$ cat src/rtl/uart_pkg.sv
// rtl/uart_pkg.sv - shared UART state encodings, parity modes and helpers
package uart_pkg;

  // Receiver/transmitter frame states.
  typedef enum logic [2:0] {
    ST_IDLE  = 3'd0,
    ST_START = 3'd1,
    ST_DATA  = 3'd2,
    ST_PAR   = 3'd3,
    ST_STOP  = 3'd4
  } uart_state_e;

  // Parity modes selected by the PARITY parameter.
  localparam int PARITY_NONE = 0;
  localparam int PARITY_EVEN = 1;
  localparam int PARITY_ODD  = 2;

  // Oversample ticks per data/parity bit.
  localparam int OVERSAMPLE = 16;

  // Parity error for a word (given as its XOR reduction) and its parity bit.
  function automatic logic parity_error(input logic data_xor, input logic par_bit,
                                        input int mode);
    logic mismatch;
    mismatch = data_xor ^ par_bit;
    case (mode)
      PARITY_EVEN: return mismatch;
      PARITY_ODD:  return ~mismatch;
      default:     return 1'b0;
    endcase
  endfunction

endpackage

$ cat src/rtl/uart_rx_sync.sv
// rtl/uart_rx_sync.sv - rx synchronizer and start-bit detector
module uart_rx_sync (
  input  logic clk_50MHz,
  input  logic reset,
  input  logic rx,
  input  logic disarm,
  output logic rx_s,
  output logic start_det
);

  logic rx_meta_q, rx_meta_d;
  logic rx_s_q, rx_s_d;
  logic armed_q, armed_d;

  // Two-stage synchronizer; armed drops after a frame error and comes back
  // only once the synchronized line has been seen high again.
  always_comb begin
    rx_meta_d = rx;
    rx_s_d    = rx_meta_q;
    armed_d   = armed_q;
    if (disarm) begin
      armed_d = 1'b0;
    end else if (rx_s_q) begin
      armed_d = 1'b1;
    end
  end

  // State registers; the synchronizer resets to the idle-high line level.
  always_ff @(posedge clk_50MHz) begin
    if (reset) begin
      rx_meta_q <= 1'b1;
      rx_s_q    <= 1'b1;
      armed_q   <= 1'b1;
    end else begin
      rx_meta_q <= rx_meta_d;
      rx_s_q    <= rx_s_d;
      armed_q   <= armed_d;
    end
  end

  assign rx_s      = rx_s_q;
  assign start_det = armed_q & ~rx_s_q;

endmodule

$ cat src/rtl/uart_rx_cfg.sv
// rtl/uart_rx_cfg.sv - configurable oversampling UART receiver with status flags
module uart_rx_cfg
  import uart_pkg::*;
#(
  parameter int DATA_BITS     = 8,
  parameter int STOP_BIT_TICK = 16,
  parameter int PARITY        = 0,
  parameter int MSB_FIRST     = 1
) (
  input  logic                 clk_50MHz,
  input  logic                 reset,
  input  logic                 rx,
  input  logic                 sample_tick,
  input  logic                 read_ack,
  output logic                 data_ready,
  output logic [DATA_BITS-1:0] data_out,
  output logic                 parity_err,
  output logic                 frame_err,
  output logic                 break_det,
  output logic                 overrun
);

  localparam logic [4:0] START_MID = 5'd7;
  localparam logic [4:0] BIT_LAST  = 5'(OVERSAMPLE - 1);
  localparam logic [4:0] STOP_LAST = 5'(STOP_BIT_TICK - 1);
  localparam logic [3:0] LAST_BIT  = 4'(DATA_BITS - 1);

  logic rx_s;
  logic start_det;
  logic disarm;

  uart_state_e          state_q, state_d;
  logic [4:0]           tick_q, tick_d;
  logic [3:0]           bit_q, bit_d;
  logic [DATA_BITS-1:0] shift_q, shift_d;
  logic                 par_bit_q, par_bit_d;
  logic                 stop_bit_q, stop_bit_d;
  logic                 done_q, done_d;

  logic [DATA_BITS-1:0] data_out_q, data_out_d;
  logic                 data_ready_q, data_ready_d;
  logic                 parity_err_q, parity_err_d;
  logic                 frame_err_q, frame_err_d;
  logic                 break_det_q, break_det_d;
  logic                 overrun_q, overrun_d;

  logic word_par_err;
  logic word_frame_err;
  logic word_break;
  logic ack;

  uart_rx_sync u_sync (
    .clk_50MHz (clk_50MHz),
    .reset     (reset),
    .rx        (rx),
    .disarm    (disarm),
    .rx_s      (rx_s),
    .start_det (start_det)
  );

  // Frame FSM: tick counting, mid-bit sampling and end-of-frame strobe.
  always_comb begin
    state_d    = state_q;
    tick_d     = tick_q;
    bit_d      = bit_q;
    shift_d    = shift_q;
    par_bit_d  = par_bit_q;
    stop_bit_d = stop_bit_q;
    done_d     = 1'b0;
    disarm     = 1'b0;
    case (state_q)
      ST_IDLE: begin
        if (start_det) begin
          state_d = ST_START;
          tick_d  = '0;
        end
      end
      ST_START: begin
        if (sample_tick) begin
          if (tick_q == START_MID) begin
            tick_d = '0;
            if (rx_s) begin
              state_d = ST_IDLE;
            end else begin
              state_d = ST_DATA;
              bit_d   = '0;
            end
          end else begin
            tick_d = tick_q + 5'd1;
          end
        end
      end
      ST_DATA: begin
        if (sample_tick) begin
          if (tick_q == BIT_LAST) begin
            tick_d = '0;
            if (MSB_FIRST != 0) begin
              shift_d = {shift_q[DATA_BITS-2:0], rx_s};
            end else begin
              shift_d = {rx_s, shift_q[DATA_BITS-1:1]};
            end
            if (bit_q == LAST_BIT) begin
              bit_d   = '0;
              state_d = (PARITY != PARITY_NONE) ? ST_PAR : ST_STOP;
            end else begin
              bit_d = bit_q + 4'd1;
            end
          end else begin
            tick_d = tick_q + 5'd1;
          end
        end
      end
      ST_PAR: begin
        if (sample_tick) begin
          if (tick_q == BIT_LAST) begin
            tick_d    = '0;
            par_bit_d = rx_s;
            state_d   = ST_STOP;
          end else begin
            tick_d = tick_q + 5'd1;
          end
        end
      end
      ST_STOP: begin
        if (sample_tick) begin
          if (tick_q == STOP_LAST) begin
            tick_d     = '0;
            stop_bit_d = rx_s;
            done_d     = 1'b1;
            disarm     = ~rx_s;
            state_d    = ST_IDLE;
          end else begin
            tick_d = tick_q + 5'd1;
          end
        end
      end
      default: begin
        state_d = ST_IDLE;
      end
    endcase
  end

  // Output register: loads the finished word one clock after the stop sample,
  // tracks the unread flag and the sticky overrun.
  always_comb begin
    word_par_err   = parity_error(^shift_q, par_bit_q, PARITY);
    word_frame_err = ~stop_bit_q;
    word_break     = word_frame_err & (shift_q == '0) &
                     ((PARITY == PARITY_NONE) | ~par_bit_q);
    ack            = read_ack & data_ready_q;

    data_out_d   = data_out_q;
    data_ready_d = data_ready_q;
    parity_err_d = parity_err_q;
    frame_err_d  = frame_err_q;
    break_det_d  = break_det_q;
    overrun_d    = overrun_q;

    if (done_q) begin
      data_out_d   = shift_q;
      parity_err_d = word_par_err;
      frame_err_d  = word_frame_err;
      break_det_d  = word_break;
      data_ready_d = 1'b1;
      // A simultaneous read consumes the old word, so it is not an overrun.
      if (data_ready_q && !read_ack) begin
        overrun_d = 1'b1;
      end else if (ack) begin
        overrun_d = 1'b0;
      end
    end else if (ack) begin
      data_ready_d = 1'b0;
      overrun_d    = 1'b0;
    end
  end

  // All receiver state registers.
  always_ff @(posedge clk_50MHz) begin
    if (reset) begin
      state_q      <= ST_IDLE;
      tick_q       <= '0;
      bit_q        <= '0;
      shift_q      <= '0;
      par_bit_q    <= 1'b0;
      stop_bit_q   <= 1'b1;
      done_q       <= 1'b0;
      data_out_q   <= '0;
      data_ready_q <= 1'b0;
      parity_err_q <= 1'b0;
      frame_err_q  <= 1'b0;
      break_det_q  <= 1'b0;
      overrun_q    <= 1'b0;
    end else begin
      state_q      <= state_d;
      tick_q       <= tick_d;
      bit_q        <= bit_d;
      shift_q      <= shift_d;
      par_bit_q    <= par_bit_d;
      stop_bit_q   <= stop_bit_d;
      done_q       <= done_d;
      data_out_q   <= data_out_d;
      data_ready_q <= data_ready_d;
      parity_err_q <= parity_err_d;
      frame_err_q  <= frame_err_d;
      break_det_q  <= break_det_d;
      overrun_q    <= overrun_d;
    end
  end

  assign data_ready = data_ready_q;
  assign data_out   = data_out_q;
  assign parity_err = parity_err_q;
  assign frame_err  = frame_err_q;
  assign break_det  = break_det_q;
  assign overrun    = overrun_q;

endmodule

$ cat config.mk
export PLATFORM = sky130hd
export DESIGN_NAME = uart_rx_cfg
export DESIGN_NICKNAME = d
export VERILOG_FILES = /design/src/rtl/uart_pkg.sv /design/src/rtl/uart_rx_sync.sv /design/src/rtl/uart_rx_cfg.sv
export SDC_FILE = /design/constraint.sdc
export NUM_CORES = 1
export LEC_CHECK = 0
export ABC_AREA = 1
export ABC_CLOCK_PERIOD_IN_PS = 1300
export CELL_PAD_IN_SITES_DETAIL_PLACEMENT = 1
export CELL_PAD_IN_SITES_GLOBAL_PLACEMENT = 2
export CORE_UTILIZATION = 28
export DETAILED_ROUTE_END_ITERATION = 10
export PLACE_DENSITY_LB_ADDON = 0.1
export SLEW_MARGIN = 20
export SYNTH_ARGS = -nofsm -noshare
export SYNTH_HDL_FRONTEND = slang
export SYNTH_SLANG_ARGS = --single-unit
$ cat constraint.sdc
create_clock -name clk_50MHz -period 1.3 [get_ports clk_50MHz]
set_clock_uncertainty 0.05 [all_clocks]
set_input_delay 0.13 -clock clk_50MHz [delete_from_list [all_inputs] [get_ports clk_50MHz]]
set_output_delay 0.13 -clock clk_50MHz [all_outputs]
set_load 0.005 [all_outputs]
Word level (Yosys, flattened, before mapping)
Cells that the tools add are included.
{"block": "classes", "addsub": 2, "eq_ne": 19, "n_mux": 36, "bitwise_logic": 7, "reduce_logical": 15}
{"operator": "$mux 3", "count": 10}
{"operator": "$mux 5", "count": 5}
{"operator": "$mux 4", "count": 6}
{"operator": "$ne 2x2->1 const B", "count": 11}
{"operator": "$pmux 3 s5", "count": 1}
{"operator": "$pmux 5 s3", "count": 1}
{"operator": "$mux 1", "count": 11}
{"operator": "$reduce_and 10->1", "count": 1}
{"operator": "$logic_not 8->1", "count": 1}
{"operator": "$pmux 4 s2", "count": 1}
{"operator": "$eq 3x2->1 const B", "count": 2}
{"operator": "$reduce_and 3->1", "count": 2}
{"operator": "$reduce_and 6->1", "count": 1}
{"operator": "$reduce_bool 2->1", "count": 3}
{"operator": "$reduce_or 3->1", "count": 2}
{"operator": "$add 5x1->5 const B", "count": 1}
{"operator": "$eq 5x3->1 const B", "count": 1}
{"operator": "$eq 5x4->1 const B", "count": 1}
{"operator": "$add 4x1->4 const B", "count": 1}
{"operator": "$eq 4x3->1 const B", "count": 1}
{"operator": "$not 1->1", "count": 4}
{"operator": "$reduce_and 4->1", "count": 1}
{"operator": "$and 1x1->1", "count": 3}
{"operator": "$eq 3x1->1 const B", "count": 1}
{"operator": "other kinds (7)", "count": 7}
{"block": "totals", "reg_bits": 37, "inputBits": 5, "output_inout_bits": 13}

Longest topological paths before layout
{"block": "logic_depth", "word_depth": 5, "depth_mapped": 11, "ltp_nobuf": 11}

Hierarchy
From an unflattened synthesis, not the netlist that was laid out.
{"block": "hier_totals", "hier_cells": 226, "area_unflattened_um2": 1657.8}
{"mod": "uart_rx_cfg", "instances": 1, "cells_per_inst": 215, "area_each_um2": 1561.5, "seq_area_each_um2": 680.7}
{"mod": "uart_rx_sync", "instances": 1, "cells_per_inst": 11, "area_each_um2": 96.3, "seq_area_each_um2": 60.1}

Worst setup path after synthesis
Ideal clock, no wire load.
{"block": "synth_path", "kind": "register to register", "from": "register tick_q[0]", "to": "register shift_q[7]", "arrival_ps": 1238, "slack_ps": -108, "path_stages_with_launch": 8, "period_less_slack_ps": 1408, "cell_sequence": "dfxtp_1 -> ha_1 -> nand4_1 -> nor2_1 -> nand2_1 -> buf_2 -> o21ai_0 -> a21oi_1"}
{"block": "synth_between", "elab_chain_len": 2}
{"element": "start, declared", "line_no": "uart_rx_cfg.sv:33", "rtl": "logic [4:0] tick_q, tick_d;"}
{"element": "start signal, assigned", "line_no": "uart_rx_cfg.sv:195", "rtl": "tick_q <= tick_d;"}
{"element": "$eq 5x4->1", "line_no": "uart_rx_cfg.sv:95", "rtl": "if (tick_q == BIT_LAST) begin"}
{"element": "$reduce_and 3->1 (no source line)"}
{"element": "end signal, assigned", "line_no": "uart_rx_cfg.sv:197", "rtl": "shift_q <= shift_d;"}
{"element": "end, declared", "line_no": "uart_rx_cfg.sv:35", "rtl": "logic [DATA_BITS-1:0] shift_q, shift_d;"}
Every way passes these cells.
A chain may end at the register's enable or synchronous reset.

Worst setup path in the final report
{"block": "layout_path", "from": "register tick_q[0]", "to": "register shift_q[1]"}
The elaborated chain is that of the path after synthesis.

==> impl_metrics.env <==
export IMPL_status="finished with violations"
export IMPL_violations="setup timing"
export IMPL_instances_no_fill=338
export IMPL_max_freq_mhz=679.5
export IMPL_synth_seq_cells=37
export IMPL_start_util=0.2906
export IMPL_dp_hpwl_um=3154
export IMPL_switchingPower_mw=1.105
export IMPL_n_antenna_cell=0
export IMPL_maxCapViolations=0
export IMPL_seqPwrFrac=0.366
export IMPL_synth_warnings=0
export IMPL_die_x_um=77.60
export IMPL_utilization=0.4356
export IMPL_fp_coreArea_sq_mm=0.005507
export IMPL_synth_top_cell_area_share=0.4629
export IMPL_place_gp_congestion=0.8555
export IMPL_yosysSeqAreaShare=0.4629
export IMPL_htree_levels=2
export IMPL_grt_util_met2=0.2982
export IMPL_die_area_sq_mm=0.006022
export IMPL_antenna_found_initial=0
export IMPL_p_per_area_mw_per_mm2=1469
export IMPL_grtUsageMet1=0.1706
export IMPL_first_iter_violations=9
export IMPL_hold_viol_final=0
export IMPL_drive_gt1_frac=0.3797
export IMPL_synth_edf_count=0
export IMPL_critical_path_class="reg2reg"
export IMPL_finalHoldWorstSlack_ns=0.3552
export IMPL_p_int_mw=2.419
export IMPL_worst_slack_ns=-0.1717
export IMPL_die_height_um=77.60
export IMPL_wl_per_cell_um=12.84
export IMPL_grt_pass1_vias=1671
export IMPL_nets=273
export IMPL_num_rows=27
export IMPL_grtUsageTotal=0.1581
export IMPL_grt_pass1_wl_um=7534
export IMPL_worstPathMaxFanout=13
export IMPL_vias=1580
export IMPL_grt_max_degree=18
export IMPL_finalCriticalPeriod_ns=1.472
export IMPL_p_sw_frac=0.3135
export IMPL_synthCells=218
export IMPL_clockRootBuffer="clkbuf_8"
export IMPL_vias_per_cell=4.675
export IMPL_clk_path_buf_depth=2
export IMPL_ir_worst_vdd_mv=0.6356
export IMPL_dpl_cell_count=324
export IMPL_hp_class="in2reg"
export IMPL_yosys_cell_types_count=26
export IMPL_worst_ep_arrival_time_ns=1.61
export IMPL_cts_made_buffers=5
export IMPL_pre_cts_slack_ns=-0.3116
export IMPL_finalSetupViolations=22
export IMPL_postPlaceCellArea_sq_mm=0.002046
export IMPL_ant_nets=0
export IMPL_io_pins=18
export IMPL_dominantRegCellSynth="dfxtp_1"
export IMPL_cts_tree="yes"
export IMPL_pwr_share_comb=0.289
export IMPL_clkPwrFrac=0.345
export IMPL_synth_area_leaders="dfxtp_1 (46%), a21oi_1 (8.4%), nand2_1 (8.2%), o21ai_0 (7.5%), inv_1 (6.1%)"
export IMPL_endpoint_kind="flip-flop"
export IMPL_slew_violations=0
export IMPL_clk_latency_ns=0.29
export IMPL_synthArstFlopShare=0
export IMPL_required_ns=1.43
export IMPL_leakage_nw=1.089
export IMPL_drtPass1Iterations=4
export IMPL_post_route_drc_count=0
export IMPL_rsz0062_at_grt="yes"
export IMPL_synth_most_common_cell="dfxtp_1"
export IMPL_gr_usage_met3=0.03882
export IMPL_syn_avg_cell_area_sq_um=7.341
export IMPL_finalCritPeriodShare=1.132
export IMPL_clock_sinks=37
export IMPL_final_cell_area_sq_mm=0.002399
export IMPL_grt_overflow=0
export IMPL_numPortBuffers=16
export IMPL_syn_num_nets=226
export IMPL_gr_max_usage_layer="met2"
export IMPL_synth_largest_area_cell="dfxtp_1"
export IMPL_startpoint_type="flip-flop"
export IMPL_drt_wl_total_um=4340
export IMPL_mappedNetlistArea_sq_mm=0.001600
export IMPL_hold_buffers=0
export IMPL_area_delta_synth_final_pct=49.88
export IMPL_synth_cells_most_frequent="dfxtp_1 (37), nand2_1 (35), a21oi_1 (27)"
export IMPL_clk_pin_slew_ns=0.08
==> state kept, by name, indices dropped and copies added, names as in the netlist, named ones only <==
register          count
u_sync.rx_s           1
u_sync.rx_meta_q      1
done_q                1
bit_q                 4
data_ready            1
u_sync.armed_q        1
data_out              8
frame_err             1
shift_q               8
tick_q                5
break_det             1
state_q               3
stop_bit_q            1
==> through the flow <==
stage / power (mW) / TNS (ns)
after floorplan: 1.799 / 0
after CTS: 3.498 / -2.240
after global placement: 2.073 / -3.262
final: 3.524 / -1.881
after detailed placement: 2.109 / -4.185
after global routing: 3.764 / -4.239
==> cells in the final DEF (no fill, tap or decap), types with 7 or more instances in the layout <==
cell | Yosys | final
buf_4 | 1 | 27
nor2_1 | 23 | 17
dfxtp_2 | 0 | 11
dlygate4sd2_1 | 0 | 8
a21oi_1 | 27 | 22
nand3_1 | 7 | 7
o21ai_2 | 0 | 11
o21ai_0 | 24 | 10
dfxtp_1 | 37 | 25
inv_1 | 26 | 24
nand2_1 | 35 | 27
nand2_2 | 4 | 11
==> per-layer routing <==
metal / vias to the layer above / share of wire
li1: 801 / -
met1: 757 / 0.42
met2: 16 / 0.54
met3: 6 / 0.026
met4: 0 / 0.012
met5: - / 0
==> final cells by class <==
| class | instances | area [sq um] |
|---|---|---|
| inverter | 30 | 112.6 |
| fill | 658 | 3108 |
| timing repair buffer | 46 | 405.4 |
| multi-input combinational | 145 | 894.6 |
| tap | 72 | 90.09 |
| clock inverter | 3 | 68.82 |
| clock buffer | 5 | 68.82 |
| sequential | 37 | 758.2 |
==> power groups by stage <==
stage | logic, mW | registers [mW] | clock network (mW)
3_3_place_gp | 0.793 | 1.28 | 0
2_1_floorplan | 0.526 | 1.27 | 0
3_5_place_dp | 0.823 | 1.29 | 0
5_1_grt | 1.16 | 1.30 | 1.31
4_1_cts | 0.952 | 1.28 | 1.26
6_report | 1.02 | 1.29 | 1.22
==> worst max-delay path, stage by stage (launching register included) <==
cell and delay [ns]:
dfxtp_2 0.36, ha_4 0.15, nand4_1 0.14, nor2_2 0.14, nand2_2 0.09, buf_12 0.17
buf_6 0.12, o21ai_2 0.10, a21oi_1 0.05
==> cell families after synthesis <==
group,count (synthesis),share of synthesized area
simple gates,85,0.2408
compound gates,53,0.1689
buf+inv,37,0.09070
flops,37,0.4629
fa+ha+maj,3,0.02346
xor+xnor,2,0.01095
other cells,1,0.002343
==> path summary, 6_finish.rpt <==
check                               from                     endpoint  slack (ns)  depth (start not counted)
min reg2reg  u_sync.rx_meta_q$_SDFF_PP1_       u_sync.rx_s$_SDFF_PP1_        0.37                          1
max               tick_q[0]$_SDFFE_PP0P_      shift_q[1]$_SDFFE_PP0P_       -0.17                          8
max reg2reg       tick_q[0]$_SDFFE_PP0P_      shift_q[1]$_SDFFE_PP0P_       -0.17                          8
min                                   rx  u_sync.rx_meta_q$_SDFF_PP1_        0.36                          2
==> repair_timing <==
action	in CTS	in global routing
pin swaps	7	1
setup endpoints to repair	34	27
gates resized for setup	39	35
cloned	1	0
buffers inserted	2	3
Note: power is estimated with default switching activity, not from simulation.
